===== config.mk =====
export PLATFORM = sky130hd
export DESIGN_NAME = id_ex_stage
export DESIGN_NICKNAME = d
export VERILOG_FILES = /design/src/rtl/id_ex_stage.sv
export SDC_FILE = /design/constraint.sdc
export NUM_CORES = 1
export LEC_CHECK = 0
export BUFFER_PORTS_ARGS = -buffer_cell sky130_fd_sc_hd__buf_2
export CAP_MARGIN = 10
export CORE_AREA = 2 2 161 320
export DETAILED_ROUTE_END_ITERATION = 10
export DIE_AREA = 0 0 163 322
export PLACE_DENSITY = 0.56
export RECOVER_POWER = 100
export SYNTH_ARGS = -nofsm -noshare
export SYNTH_HDL_FRONTEND = slang
export SYNTH_SLANG_ARGS = --single-unit

===== constraint.sdc =====
create_clock -name clk -period 1.89 [get_ports clk]
set_input_delay 0.189 -clock clk [delete_from_list [all_inputs] [get_ports clk]]
set_output_delay 0.189 -clock clk [all_outputs]
set_load 0.005 [all_outputs]

===== src/rtl/id_ex_stage.sv =====
// Decode-to-execute pipeline stage.
// Two-entry skid buffer (main + skid) with valid/ready handshakes on both sides.
// Operand forwarding from EX/MEM and MEM/WB feeds the combinational ALU inputs.
// A branch-redirect flush kills both entries and the same-cycle incoming instruction.
// Optional feature macro: ID_EX_FWD_EN enables the forwarding mux and the
// refresh of held entries from MEM/WB. When the macro is undefined, the
// forwarding inputs are ignored and decode must stall on hazards.
module id_ex_stage #(
    parameter int XLEN = 32,
    parameter int RA_W = 5
) (
    input  logic            clk,
    input  logic            rst_n,
    input  logic            flush,
    input  logic            in_valid,
    output logic            in_ready,
    input  logic [XLEN-1:0] in_pc,
    input  logic [XLEN-1:0] in_rs1_data,
    input  logic [XLEN-1:0] in_rs2_data,
    input  logic [RA_W-1:0] in_rs1_addr,
    input  logic [RA_W-1:0] in_rs2_addr,
    input  logic [RA_W-1:0] in_rd_addr,
    input  logic [XLEN-1:0] in_imm,
    input  logic [2:0]      in_alu_op,
    input  logic            in_alu_src_imm,
    input  logic            in_reg_write,
    input  logic            in_mem_read,
    input  logic            in_mem_write,
    input  logic            in_branch,
    input  logic            ex_fwd_valid,
    input  logic [RA_W-1:0] ex_fwd_rd,
    input  logic [XLEN-1:0] ex_fwd_data,
    input  logic            wb_fwd_valid,
    input  logic [RA_W-1:0] wb_fwd_rd,
    input  logic [XLEN-1:0] wb_fwd_data,
    output logic            out_valid,
    input  logic            out_ready,
    output logic [XLEN-1:0] alu_a,
    output logic [XLEN-1:0] alu_b,
    output logic [2:0]      alu_op,
    output logic [XLEN-1:0] store_data,
    output logic [XLEN-1:0] out_pc,
    output logic [RA_W-1:0] out_rd_addr,
    output logic            out_reg_write,
    output logic            out_mem_read,
    output logic            out_mem_write,
    output logic            out_branch
);

    typedef struct packed {
        logic [XLEN-1:0] pc;
        logic [XLEN-1:0] rs1_data;
        logic [XLEN-1:0] rs2_data;
        logic [XLEN-1:0] imm;
        logic [RA_W-1:0] rs1_addr;
        logic [RA_W-1:0] rs2_addr;
        logic [RA_W-1:0] rd_addr;
        logic [2:0]      alu_op;
        logic            alu_src_imm;
        logic            reg_write;
        logic            mem_read;
        logic            mem_write;
        logic            branch;
    } entry_t;

    entry_t          main_q;
    entry_t          skid_q;
    entry_t          in_entry;
    entry_t          main_keep;
    entry_t          skid_keep;
    logic            main_valid;
    logic            skid_valid;
    logic [XLEN-1:0] rs1_val;
    logic [XLEN-1:0] rs2_val;

    // A forwarding source matches only a real write to a non-zero register.
    function automatic logic addr_match(input logic            v,
                                        input logic [RA_W-1:0] rd,
                                        input logic [RA_W-1:0] a);
        return v && (rd != '0) && (rd == a);
    endfunction

    // Pack the decode-side fields; incoming data is captured unforwarded
    // because the write-first register file already covers same-cycle WB.
    always_comb begin
        in_entry             = '0;
        in_entry.pc          = in_pc;
        in_entry.rs1_data    = in_rs1_data;
        in_entry.rs2_data    = in_rs2_data;
        in_entry.imm         = in_imm;
        in_entry.rs1_addr    = in_rs1_addr;
        in_entry.rs2_addr    = in_rs2_addr;
        in_entry.rd_addr     = in_rd_addr;
        in_entry.alu_op      = in_alu_op;
        in_entry.alu_src_imm = in_alu_src_imm;
        in_entry.reg_write   = in_reg_write;
        in_entry.mem_read    = in_mem_read;
        in_entry.mem_write   = in_mem_write;
        in_entry.branch      = in_branch;
    end

    // Retained entries absorb a retiring MEM/WB write so the producer's
    // value is not lost once it leaves the forwarding network.
    // NOTE: every variable in a combinational block gets a default first so no latch is inferred.
    always_comb begin
        main_keep = main_q;
        skid_keep = skid_q;
`ifdef ID_EX_FWD_EN
        if (addr_match(wb_fwd_valid, wb_fwd_rd, main_q.rs1_addr)) main_keep.rs1_data = wb_fwd_data;
        if (addr_match(wb_fwd_valid, wb_fwd_rd, main_q.rs2_addr)) main_keep.rs2_data = wb_fwd_data;
        if (addr_match(wb_fwd_valid, wb_fwd_rd, skid_q.rs1_addr)) skid_keep.rs1_data = wb_fwd_data;
        if (addr_match(wb_fwd_valid, wb_fwd_rd, skid_q.rs2_addr)) skid_keep.rs2_data = wb_fwd_data;
`endif
    end

    // Skid buffer: flush wins, then skid drains into main, else main loads or holds.
    // NOTE: the stored fields are reset as well, so every output reads 0 straight out of reset.
    always_ff @(posedge clk or negedge rst_n) begin
        if (!rst_n) begin
            main_valid <= 1'b0;
            skid_valid <= 1'b0;
            main_q     <= '0;
            skid_q     <= '0;
        end else if (flush) begin
            main_valid <= 1'b0;
            skid_valid <= 1'b0;
        end else if (skid_valid) begin
            // in_ready is low here, so no new instruction can arrive.
            if (out_ready) begin
                main_q     <= skid_keep;
                skid_valid <= 1'b0;
            end else begin
                main_q <= main_keep;
                skid_q <= skid_keep;
            end
        end else if (!main_valid || out_ready) begin
            main_valid <= in_valid;
            if (in_valid) begin
                main_q <= in_entry;
            end
        end else begin
            main_q <= main_keep;
            if (in_valid) begin
                skid_q     <= in_entry;
                skid_valid <= 1'b1;
            end
        end
    end

    // Source operand selection for the main entry: EX beats WB beats stored; x0 is 0.
    always_comb begin
        rs1_val = main_q.rs1_data;
        rs2_val = main_q.rs2_data;
`ifdef ID_EX_FWD_EN
        if (main_q.rs1_addr == '0)                                  rs1_val = '0;
        else if (addr_match(ex_fwd_valid, ex_fwd_rd, main_q.rs1_addr)) rs1_val = ex_fwd_data;
        else if (addr_match(wb_fwd_valid, wb_fwd_rd, main_q.rs1_addr)) rs1_val = wb_fwd_data;
        if (main_q.rs2_addr == '0)                                  rs2_val = '0;
        else if (addr_match(ex_fwd_valid, ex_fwd_rd, main_q.rs2_addr)) rs2_val = ex_fwd_data;
        else if (addr_match(wb_fwd_valid, wb_fwd_rd, main_q.rs2_addr)) rs2_val = wb_fwd_data;
`endif
    end

`ifndef ID_EX_FWD_EN
    // Forwarding inputs and source addresses are intentionally unused in this build.
    logic unused_fwd;
    assign unused_fwd = ^{ex_fwd_valid, ex_fwd_rd, ex_fwd_data,
                          wb_fwd_valid, wb_fwd_rd, wb_fwd_data,
                          main_q.rs1_addr, main_q.rs2_addr};
`endif

    assign in_ready      = !skid_valid;
    assign out_valid     = main_valid;
    assign alu_a         = rs1_val;
    assign alu_b         = main_q.alu_src_imm ? main_q.imm : rs2_val;
    assign store_data    = rs2_val;
    assign alu_op        = main_q.alu_op;
    assign out_pc        = main_q.pc;
    assign out_rd_addr   = main_q.rd_addr;
    assign out_reg_write = main_valid && main_q.reg_write;
    assign out_mem_read  = main_valid && main_q.mem_read;
    assign out_mem_write = main_valid && main_q.mem_write;
    assign out_branch    = main_valid && main_q.branch;

endmodule


==> reports/qor.txt, run 1 <==
CTS Root Cell: clkbuf_16
measured slew at the worst slew-check pin: 0.9697 ns
H-tree levels: 1
hold slack final: 0.2981 ns
Final #Nets: 1,520
routed vias: 8,463
CORE AREA: 50,070 um^2
TritonRoute pass-1 iters: 4
Final min period: 1.986 ns
sequential cell area: 7112 um^2
Static Leakage: 8.023 nW
count leader, synth: mux2_2
area leader, netlist: dfrtp_1
ratio of total power to cell area: 980.4 nW/um^2
DRT iter0 DRCs: 352
FMAX: 0.5034 GHz
post-synth top area share: 53.07%
CTS buffer count: 29
Mapped Nets: 1,140
WL final: 37.04 mm
crit-path cells: or2_4 -> a211oi_4 -> buf_12 -> clkbuf_16 -> clkbuf_16 -> mux2_4
clk slew on worst S/H paths: 0.06 ns
CTS tree: built
share of layout cells above drive strength 1: 59.95%
Ys Warns: 0
DR WL/cell: 18.94 um
crit-path leading delay family: buffers and inverters
CP bufs+invs: 3
DP HPWL: 23.11 mm
setup violators final: 241
final hold vios: 0
crit path launch type: flop
post-layout util: 36.71%
WP data arrival: 2.45 ns
# port buffers: 287
async set or reset register ratio after synthesis: 100.0%
status: complete, but fails checks
initial antenna violation count: 1
Via density: 4.327
Remaining DRCs: 0
Post-synth EDFFs: 0
Post-Synth Simple-Gate Area: 0.4765%
DIE WIDTH: 163 um
CTS Sinks: 284
Post-synth top cells: 445 x mux2_2, 284 x dfrtp_1, 124 x buf_4
Post-synth top flop: dfrtp_1
Critical Path Sink Type: flop
post-synthesis register bit count: 284
Mapped Area: 13,390 um^2
Final ANT Viol Nets: 0
Initial Util: 26.74%
crit-path most repeated cell: clkbuf_16
total power: 18.02 mW
Max FO, Critical Path: 8
CP required: 2.35 ns
first-pass GRT wire length: 52.47 mm
share of the yosys chip area belonging to registers: 53.07%
largest net degree at the start of global routing: 68
Slew headroom: 35.35%
Syn-to-layout area delta: 37.26%
critical path type: flop to flop
post-synthesis area per instance: 14.75 um^2
Site Rows: 116
number of fill cells: 4,887
Cell variety after synth: 16
adder-cell share of the synthesized area: 0%
Multi-input gate area: 5453 um^2
total track usage: 13.05%
Max-cap violations: 0
worst setup margin: -0.09640 ns
largest family of logic cells by synthesized area: multiplexers
GR Overflow Total: 0
HP Class: input port to asynchronous set/reset pin
Die Area: 52,490 um^2
Max clock buf depth: 3
failing checks: setup timing
Final period util: 105.1%
RSZ-0062 raised after global routing: yes
Die H: 322 um
placer congestion estimate: 0.7434
Worst-Skew Late Latency: 0.58 ns
synthesized instance count: 908
dpl ws: -0.1036 ns
IO Count: 374
post-synthesis compound-gate area fraction: 0.2242%
Slew Viols, Final: 0
critical path's slowest cell: dfrtp_4
Peak supply drop: 0.0007261 V
Max Clock Skew: 0.007606 ns
Synth Area in XOR/XNOR: 0%
largest cells by area after synthesis: dfrtp_1 53%, mux2_2 37%, buf_4 7.0%, mux2_1 0.84%, buf_2 0.49%
mux share of post-synthesis cell area: 38.26%
Worst path max stage delay: 0.48 ns
fin area: 18,380 um^2
area post-placement: 15,170 um^2
vias in the first global route: 9,292
power by group:
| group | internal, mW | switching, mW | leakage (nW) |
|---|---|---|---|
| clock | 3.41 | 2.45 | 0.462 |
| sequential | 7.47 | 0.738 | 3.42 |
| combinational | 2.50 | 1.46 | 4.14 |
worst register-to-register path, delay by kind of cell, from the launching register on:
kind / cells / cell delay, ns
buf+inv: 3 / 0.57
mux: 1 / 0.31
flops: 1 / 0.48
compound gates: 1 / 0.27
simple gates: 1 / 0.25
registers in the layout, indices dropped and copies added, names as in the netlist:
name	count
store_data	32
alu_a	32
skid_valid	1
out_valid	1
alu_op	3
out_rd_addr	5
out_pc	32
main_keep	37
skid_keep	141
final timing paths:
| check | from | end | slack (ns) | cells past startpoint |
|---|---|---|---|---|
| worst max-delay path | skid_valid | alu_a[6] | -0.1 | 6 |
| worst min-delay path | rst_n | skid_keep[93] | 0.30 | 2 |
| worst max register to register | skid_valid | alu_a[6] | -0.1 | 6 |
| worst min register to register | out_rd_addr[0] | out_rd_addr[0] | 0.48 | 1 |
| max in group asynchronous | rst_n | out_pc[1] | 0.34 | 3 |
| min in group clk | in_rs1_data[21] | skid_keep[108] | 0.39 | 3 |
routing by layer:
metal,wire (um),up-vias,track usage (%)
met5,0,-,0
met4,1282,0,5.998
met3,1303,54,1.545
met2,20280,224,25.10
met1,14170,4314,13.91
li1,-,3871,-
what timing repair did:
action	CTS	global route
resized for setup	39	75
setup buffers	3	3
endpoints found under the setup margin	307	299
hold endpoints to repair	475	0
cloned	3	16
hold buffers	145	0
pin swaps	2	2
per-stage QoR:
step           cells  setup TNS, ns
2_1_floorplan    908              0
3_3_place_gp    1737         -11.30
3_5_place_dp    1737         -15.53
4_1_cts         1937         -19.08
5_1_grt         1956         -27.28
6_report        1956         -11.53
cells by family (layout without fill, tap and decap cells):
logic type | after synthesis | in the layout
flip-flops | 284 | 284
multiplexers | 455 | 455
buffers and inverters | 156 | 554
other | 0 | 1
AO/OA/AOI/OAI | 4 | 4
AND/OR/NAND/NOR | 9 | 9
cell usage in the layout, fill, tap and decap left out, drive strengths merged:
master       Yosys  routed
dlygate4sd3      0     145
buf            137     270
inv              2       3
bufbuf           0       1
nor4             1       1
clkbuf          17     129
a21oi            1       1
bufinv           0       3
nor2             1       1
clkinv           0       3
dfrtp          284     284
nand2            2       2
and2             4       4
diode            0       1
mux2           455     455
o21ai            1       1
a211oi           2       2
or2              1       1
final cells by class:
type	count	area share, %
antenna	1	0.01361
clock buffer	42	4.486
clock inverter	7	0.6398
inverter	2	0.04084
multi-input combinational	468	29.66
sequential	284	38.69
tap	649	4.418
timing repair buffer	503	22.05
(Power assumes the default switching activity.)
==> inputs of run 2 (changes only) <==
- ABC_AREA: unset -> 1
- CORE_AREA: 2 2 161 320 -> 2 2 165 328
- DIE_AREA: 0 0 163 322 -> 0 0 167 330
- PLACE_DENSITY: 0.56 -> 0.55
- TNS_END_PERCENT: unset -> 50
==> reports/qor.txt, run 2 <==
start point of the critical path: main_keep[4] (was skid_valid)
synthesized instance count: 1,841 (was 908)
status: complete, but fails checks (unchanged)
largest net degree at the start of global routing: 112 (was 68)
post-synthesis register bit count: 284 (unchanged)
Post-synth top flop: dfrtp_1 (unchanged)
Ys Warns: 0 (unchanged)
critical path type: flop to output pin (was flop to flop)
most common cell after layout, fill and taps aside: nand2_1 (was mux2_2)
placer congestion estimate: 0.8091 (was 0.7434)
Largest register FFs: 141 (unchanged)
async set or reset register ratio after synthesis: 100.0% (unchanged)
H-tree levels: 1 (unchanged)
Max-cap violations: 0 (unchanged)
first-pass GRT wire length: 73.97 mm (was 52.47 mm)
GR Overflow Total: 0 (unchanged)
share of layout cells above drive strength 1: 16.56% (was 59.95%)
area leader, netlist: dfrtp_1 (unchanged)
setup violators final: 21 (was 241)
routed vias: 12,876 (was 8,463)
Remaining DRCs: 0 (unchanged)
share of the yosys chip area belonging to registers: 50.61% (was 53.07%)
crit path launch type: flop (unchanged)
Via density: 4.587 (was 4.327)
number of fill cells: 5,515 (was 4,887)
setup tns final: -0.5833 ns (was -11.53 ns)
DRT iter0 DRCs: 938 (was 352)
post-synthesis area per instance: 7.628 um^2 (was 14.75 um^2)
post-synth top area share: 50.61% (was 53.07%)
Hold Startpoint: in_pc[1]
TritonRoute pass-1 iters: 5 (was 4)
Slew headroom: 8.431% (was 35.35%)
measured slew at the worst slew-check pin: 1.374 ns (was 0.9697 ns)
Max Clock Skew: 0.01195 ns (was 0.007606 ns)
ratio of total power to cell area: 966.4 nW/um^2 (was 980.4 nW/um^2)
vias in the first global route: 13,079 (was 9,292)
DP HPWL: 30.07 mm (was 23.11 mm)
Mapped Nets: 2,073 (was 1,140)
CTS Root Cell: clkbuf_16 (unchanged)
Final #Nets: 2,348 (was 1,520)
CTS tree: built (unchanged)
Max FO, Critical Path: 17 (was 8)
count leader, synth: nand2_1 (was mux2_2)
CP required: 1.70 ns (was 2.35 ns)
final hold vios: 0 (unchanged)
Static Leakage: 9.775 nW (was 8.023 nW)
worst setup margin: -0.08495 ns (was -0.09640 ns)
most frequent cells in the layout: 993 x nand2_1, 283 x nand3_1, 282 x dfrtp_1, 214 x buf_2, 145 x dlygate4sd3_1 (was 386 x mux2_2, 282 x dfrtp_1, 218 x buf_2, 145 x dlygate4sd3_1, 74 x clkbuf_1)
total power: 17.43 mW (was 18.02 mW)
Initial Util: 26.72% (was 26.74%)
Final period util: 104.5% (was 105.1%)
FMAX: 0.5063 GHz (was 0.5034 GHz)
DR WL/cell: 17.06 um (was 18.94 um)
IO Count: 374 (unchanged)
Worst R2R Path Depth: 7 (was 6)
Peak supply drop: 0.0006297 V (was 0.0007261 V)
Worst R2R End: store_data[13] (was alu_a[6])
CORE AREA: 52,560 um^2 (was 50,070 um^2)
Site Rows: 119 (was 116)
Worst-Skew Late Latency: 0.58 ns (about the same)
largest cells by area after synthesis: dfrtp_1 51%, nand2_1 27%, nand3_1 10%, buf_4 5.6%, mux2_2 2.6% (was dfrtp_1 53%, mux2_2 37%, buf_4 7.0%, mux2_1 0.84%, buf_2 0.49%)
Post-synth top cells: 994 x nand2_1, 284 x dfrtp_1, 284 x nand3_1 (was 445 x mux2_2, 284 x dfrtp_1, 124 x buf_4)
# port buffers: 287 (unchanged)
CTS Sinks: 284 (unchanged)
Hold Path Depth: 4
WL final: 47.90 mm (was 37.04 mm)
CTS buffer count: 29 (unchanged)
Syn-to-layout area delta: 28.39% (was 37.26%)
Final min period: 1.975 ns (was 1.986 ns)
WP data arrival: 1.79 ns (was 2.45 ns)
clk slew on worst S/H paths: 0.07 ns (was 0.06 ns)
initial antenna violation count: 8 (was 1)
Post-synth EDFFs: 0 (unchanged)
DIE WIDTH: 167 um (was 163 um)
failing checks: setup timing (unchanged)
Slew Viols, Final: 0 (unchanged)
total track usage: 17.01% (was 13.05%)
hold slack final: 0.3873 ns (was 0.2981 ns)
r2r startpoint: skid_valid (unchanged)
Cell variety after synth: 15 (was 16)
Die H: 330 um (was 322 um)
Max clock buf depth: 3 (unchanged)
RSZ-0062 raised after global routing: yes (unchanged)
Die Area: 55,110 um^2 (was 52,490 um^2)
Reg2Reg Setup Slack: 0.03 ns (was -0.1 ns)
Final ANT Viol Nets: 0 (unchanged)
Worst Hold End: skid_keep[120]
Critical Path Sink Type: output pin (was flop)
HP Class: input port to flop (was input port to asynchronous set/reset pin)
Mapped Area: 14,040 um^2 (was 13,390 um^2)
==> run 2: cell families after synthesis <==
family                 count (synthesis)  share of synthesized area (%)
multiplexers                          32                          2.566
flip-flops                           284                          50.61
buffers and inverters                238                          9.738
AO/OA/AOI/OAI                          2                         0.1515
AND/OR/NAND/NOR                     1285                          36.94
==> run 2: worst max-delay path by stage <==
stage	end	slack (ns)	cells after the start
floorplan	alu_b[22]	0.48	3
global placement	out_pc[25]	0.19	5
detailed placement	out_rd_addr[3]	0.19	5
CTS	alu_b[30]	-0.13	4
global route	alu_b[30]	-0.11	4
finish	alu_b[28]	-0.08	3
==> run 2: what timing repair did <==
item,CTS,global route
cloned,3,1
hold buffers,145,0
setup buffers,2,2
gates resized for setup,6,14
endpoints found under the setup margin,33,33
endpoints found under the hold margin,515,0
==> run 2: layout make-up <==
type	count	area, um^2	area share (%)
multi-input cells	1319	5618	31.16
flip-flops and latches	284	7112	39.44
clock inverters	12	126.4	0.7009
diodes	4	10.01	0.05551
well taps	665	832.0	4.615
inverters	8	35.03	0.1943
clock buffers	41	850.8	4.719
repair buffers	474	3447	19.12
==> run 2: where the power goes <==
group	switching, mW	total [mW]	leakage [nW]	internal [mW]
sequential	0.736	8.03	3.57	7.29
clock	2.61	6.02	0.481	3.41
combinational	1.87	3.38	5.72	1.51
total	5.21	17.4	9.77	12.2
==> run 2: worst max-delay path, stage by stage, from the launching register on <==
cell	delay [ns]
dfrtp_2	0.39
buf_12	0.22
mux2_2	0.42
buf_2	0.15
==> run 2: per-stage QoR <==
| step | worst slack, ns | area [um^2] | util, % | cells |
|---|---|---|---|---|
| floorplan | 0.4848 | 14040 | - | 1841 |
| global placement | 0.1944 | 15540 | 29.57 | 2598 |
| detailed placement | 0.1854 | 15540 | 29.57 | 2598 |
| CTS | -0.1298 | 18110 | 34.47 | 2801 |
| global route | -0.1134 | 18030 | 34.31 | 2807 |
| finish | -0.08495 | 18030 | 34.31 | 2807 |
==> run 2: metal layers <==
layer	up-vias	global-route usage [%]	share of wire [%]
li1	6208	-	-
met1	6163	19.63	39
met2	421	31.55	53
met3	76	2.037	4.7
met4	8	7.121	3.3
met5	-	0	0.11
